$ cat config.mk
export PLATFORM = sky130hd
export DESIGN_NAME = triangle_assembler
export DESIGN_NICKNAME = d
export VERILOG_FILES = /design/src/rtl/accel_pkg.sv /design/src/rtl/triangle_assembler.sv
export SDC_FILE = /design/constraint.sdc
export NUM_CORES = 1
export LEC_CHECK = 0
export BUFFER_PORTS_ARGS = -buffer_cell sky130_fd_sc_hd__buf_2
export CAP_MARGIN = 30
export CORE_ASPECT_RATIO = 0.5
export CORE_MARGIN = 10
export CORE_UTILIZATION = 30
export CTS_CLUSTER_DIAMETER = 80
export CTS_CLUSTER_SIZE = 25
export DETAILED_ROUTE_END_ITERATION = 12
export GPL_TIMING_DRIVEN = 0
export PLACE_DENSITY = 0.52
export SLEW_MARGIN = 30
export SYNTH_ARGS = -nofsm -noshare
export SYNTH_HDL_FRONTEND = slang
export SYNTH_SLANG_ARGS = --single-unit
$ cat constraint.sdc
create_clock -name clk -period 1.83 [get_ports clk]
set_input_delay 0.366 -clock clk [delete_from_list [all_inputs] [get_ports clk]]
set_output_delay 0.366 -clock clk [all_outputs]
set_load 0.1 [all_outputs]
$ cat src/rtl/accel_pkg.sv
// Shared accelerator definitions: vertex word width/type and the triangle
// assembler state encoding.
package accel_pkg;

   localparam int DBITS_DEF = 96;

   typedef logic [DBITS_DEF-1:0] vertex_t;

   typedef enum logic {
      COLLECT = 1'b0,
      PRESENT = 1'b1
   } asm_state_e;

endpackage : accel_pkg

$ cat src/rtl/triangle_assembler.sv
// Collects three consecutive vertices from a first-word-fall-through FIFO and
// presents them as one triangle with a valid/ready handshake.
module triangle_assembler
   import accel_pkg::*;
#(
   parameter int DBITS = DBITS_DEF
) (
   input  logic             clk,
   input  logic             reset,
   input  logic             fifo_empty,
   input  logic [DBITS-1:0] fifo_dout,
   output logic             fifo_rd,
   input  logic             abort,
   output logic             tri_valid,
   input  logic             tri_ready,
   output logic [DBITS-1:0] tri_v0,
   output logic [DBITS-1:0] tri_v1,
   output logic [DBITS-1:0] tri_v2,
   output logic [15:0]      tri_count
);

   asm_state_e       state_q;
   logic [1:0]       idx_q;
   logic [DBITS-1:0] v0_q, v1_q, v2_q;
   logic             tri_valid_q;
   logic [15:0]      tri_count_q;
   logic [15:0]      tri_count_d;

   // Pop only while collecting; gating with reset keeps the FIFO untouched
   // for the whole time reset is held, not just after the first edge.
   assign fifo_rd = reset && (state_q == COLLECT) && !fifo_empty && !abort;

   // NOTE: combinational next-state gets its default on the first line so no
   // path through the block can leave it unassigned and infer a latch.
   always_comb begin
      tri_count_d = tri_count_q;
      if (tri_valid_q && tri_ready) begin
         tri_count_d = tri_count_q + 16'd1;
      end
   end

   // NOTE: the vertex slots are ordinary flops, not a memory, so resetting
   // them to zero is cheap and gives defined outputs straight out of reset.
   always_ff @(posedge clk or negedge reset) begin
      if (!reset) begin
         state_q     <= COLLECT;
         idx_q       <= 2'd0;
         v0_q        <= '0;
         v1_q        <= '0;
         v2_q        <= '0;
         tri_valid_q <= 1'b0;
         tri_count_q <= 16'd0;
      end else begin
         // NOTE: non-blocking assignments so every flop samples pre-edge values.
         tri_count_q <= tri_count_d;
         case (state_q)
            COLLECT: begin
               if (abort) begin
                  idx_q <= 2'd0;
               end else if (!fifo_empty) begin
                  case (idx_q)
                     2'd0:    v0_q <= fifo_dout;
                     2'd1:    v1_q <= fifo_dout;
                     default: v2_q <= fifo_dout;
                  endcase
                  if (idx_q == 2'd2) begin
                     idx_q       <= 2'd0;
                     state_q     <= PRESENT;
                     tri_valid_q <= 1'b1;
                  end else begin
                     idx_q <= idx_q + 2'd1;
                  end
               end
            end
            PRESENT: begin
               // Abort is deliberately ignored here: a presented triangle stays.
               if (tri_ready) begin
                  state_q     <= COLLECT;
                  tri_valid_q <= 1'b0;
               end
            end
            default: begin
               state_q <= COLLECT;
               idx_q   <= 2'd0;
            end
         endcase
      end
   end

   assign tri_valid = tri_valid_q;
   assign tri_v0    = v0_q;
   assign tri_v1    = v1_q;
   assign tri_v2    = v2_q;
   assign tri_count = tri_count_q;

endmodule : triangle_assembler

==> metrics <==
relative slew slack=0.6393; worst hold-check path type=input port to async pin; Ys Warns=0; nature of the critical path startpoint=flop; adder-cell area share of the yosys netlist=0.001078; ranking of synthesized cells by area=dfrtp_1 66%, mux2_2 23%, mux2_1 4.7%; largest net degree at the start of global routing=91; GRT Total Usage=0.1466; RSZ-0062 raised after global routing=yes; number of global-route vias before repair=7933; Compound-Gate Fraction of Synth Area=0.003126; largest family of logic cells by synthesized area=multiplexers; leading post-synthesis cells by instance count=308 x dfrtp_1, 241 x mux2_2, 48 x mux2_1; port bufs=406; Via density=4.438; Core ar.=0.03779 mm²; Seq/Total Area, Yosys=0.6639; register bit total from synthesis=308; clk buf depth=3; Avg Synthesized Cell Area=16.80 µm²; WL final=36.06 mm; Die H=159.1 µm; Final setup viols=1; pre-CTS setup slack=-0.4342 ns; grt total ovfl=0; setup tns final=-0.1033 ns; clk_skew=0.01154 ns; Post-synth EDFFs=0; Top FF cell, synth=dfrtp_1; Final Util=0.3950; final worst path period need=1.933 ns; clock tree sinks=308; Nets=1221; multiplexer share of the synthesized area=0.2803; reg2reg path depth=5; final hold slack=-0.2750 ns; proportion of layout cells with a drive suffix above 1=0.6394; flop-to-flop setup slack=0.10 ns; Clock Latency Late Sink=0.51 ns; CP Class=flop to output pin; chip width=298.2 µm; WL/cell=21.89 µm; fin. max-slew vios=0; FILL cells=3663; Post-Syn Area=0.01161 mm²; Placed Instance Area=0.01440 mm²; Synth Area in Simple Gates=0.01983; Post-synth ARST share=1.000; Ports=407; initial DRC count=314; Crit path arrival time=1.57 ns; post-synth top area cell=dfrtp_1; Max Fclk=517.3 MHz; top-count cell post-synth=dfrtp_1; DP Wirelength=28.07 mm; worst slew pin tran=0.5448 ns; residual DRC count=0; row cnt=50; crit share post-route=1.056; First-pass DRT Iterations=4; first-pass GRT wire length=53.48 mm; Critical Path Sink Type=output pin; syn nets=793; area occupied by multi-input gates=0.003667 mm²; via count=7310; XOR/XNOR Fraction of Synth Area=0.01132; CTS Root Cell=clkbuf_16; final worst setup slack=-0.1033 ns; htree depth=1; max_cap viols=0; initial antenna violation count=4; Initial Util=0.3072; status=complete, but fails checks; register area=0.007721 mm²; Post-DRT Antenna Nets=0; Post-Layout Inst Area=0.01493 mm²; CTS tree=done; RD Place Congestion=0.7883; failing checks=negative hold slack, negative setup slack; area share of the largest cell type after synthesis=0.6639; Post-Synthesis Cells=691; Synth cell types=25; CP Max Fanout=7; Area Growth Syn to Fin=28.57%; clk slew on worst S/H paths=0.10 ns; Worst Path Required=1.46 ns; TritonCTS buffer count=16; final hold vios=49; Die Area=0.04744 mm²
## path summary, 6_finish.rpt
| path | from | to |
|---|---|---|
| max in group asynchronous | reset | tri_v2[17]$_DFFE_PN0P_ |
| min in group clk | fifo_dout[94] | tri_v2[94]$_DFFE_PN0P_ |
| min | reset | tri_v0[27]$_DFFE_PN0P_ |
| max reg2reg | state_q$_DFF_PN0_ | tri_v2[71]$_DFFE_PN0P_ |
| max | state_q$_DFF_PN0_ | fifo_rd |
| min reg2reg | tri_count[15]$_DFFE_PN0P_ | tri_count[15]$_DFFE_PN0P_ |
## repair_timing
| action | 4_1_cts | 5_1_grt |
|---|---|---|
| setup buffers | 1 | 0 |
| endpoints found under the hold margin | 49 | 49 |
| pin swaps | 2 | 0 |
| setup endpoints to repair | 154 | 4 |
| gates resized for setup | 15 | 3 |
## worst max-delay path: stages (launching register included)
cell and delay, ns:
dfrtp_1 0.39, buf_6 0.14, nor3_4 0.16, and2_4 0.19, buf_12 0.17
## flip-flops by register name (all words and copies together), names as in the netlist
name,flops
state_q,1
tri_valid,1
tri_v0,96
idx_q,2
tri_v2,96
tri_v1,96
tri_count,16
## final cells by class
class / count / area share
sequential: 308 / 0.5173
multi-input combinational: 351 / 0.2457
timing repair buffer: 410 / 0.1447
tap: 520 / 0.04359
clock buffer: 19 / 0.02900
buffer: 31 / 0.01718
clock inverter: 3 / 0.001593
antenna: 4 / 0.0006706
inverter: 1 / 0.0002515
## per-layer routing
layer,wire (µm),track usage,up-vias
met5,0,0,-
met2,21740,0.3056,113
li1,-,-,3286
met1,12250,0.1427,3858
met4,1252,0.05164,0
met3,811,0.02047,53
## cell families after synthesis
logic type | count (synthesis)
buffers and inverters | 32
adders and majority gates | 1
xor gates and xnor gates | 15
and+or+nand+nor | 40
DFF | 308
muxes | 289
AOI/OAI and AO/OA | 6
## cells in the final DEF (no fill, tap or decap), types with 4 or more instances in the layout
master and instances:
xnor2_1 12, diode_2 4, clkbuf_16 17, nand3_1 6, dfrtp_2 11, dfrtp_1 297
buf_2 411, nor2_1 6, buf_6 13, mux2_1 48, nand4_1 5, nand2_1 10
and3_1 4, buf_4 9, mux2_2 241
## metrics by stage
step	cells	hold slack (ns)
after floorplan	691	0.07041
after global placement	1617	0.4623
after detailed placement	1620	0.3283
after CTS	1643	-0.2933
after global routing	1647	-0.2909
final	1647	-0.2750
Power is not shown: default switching activity piles up to over one toggle a cycle in this logic, so the estimate is an artifact.
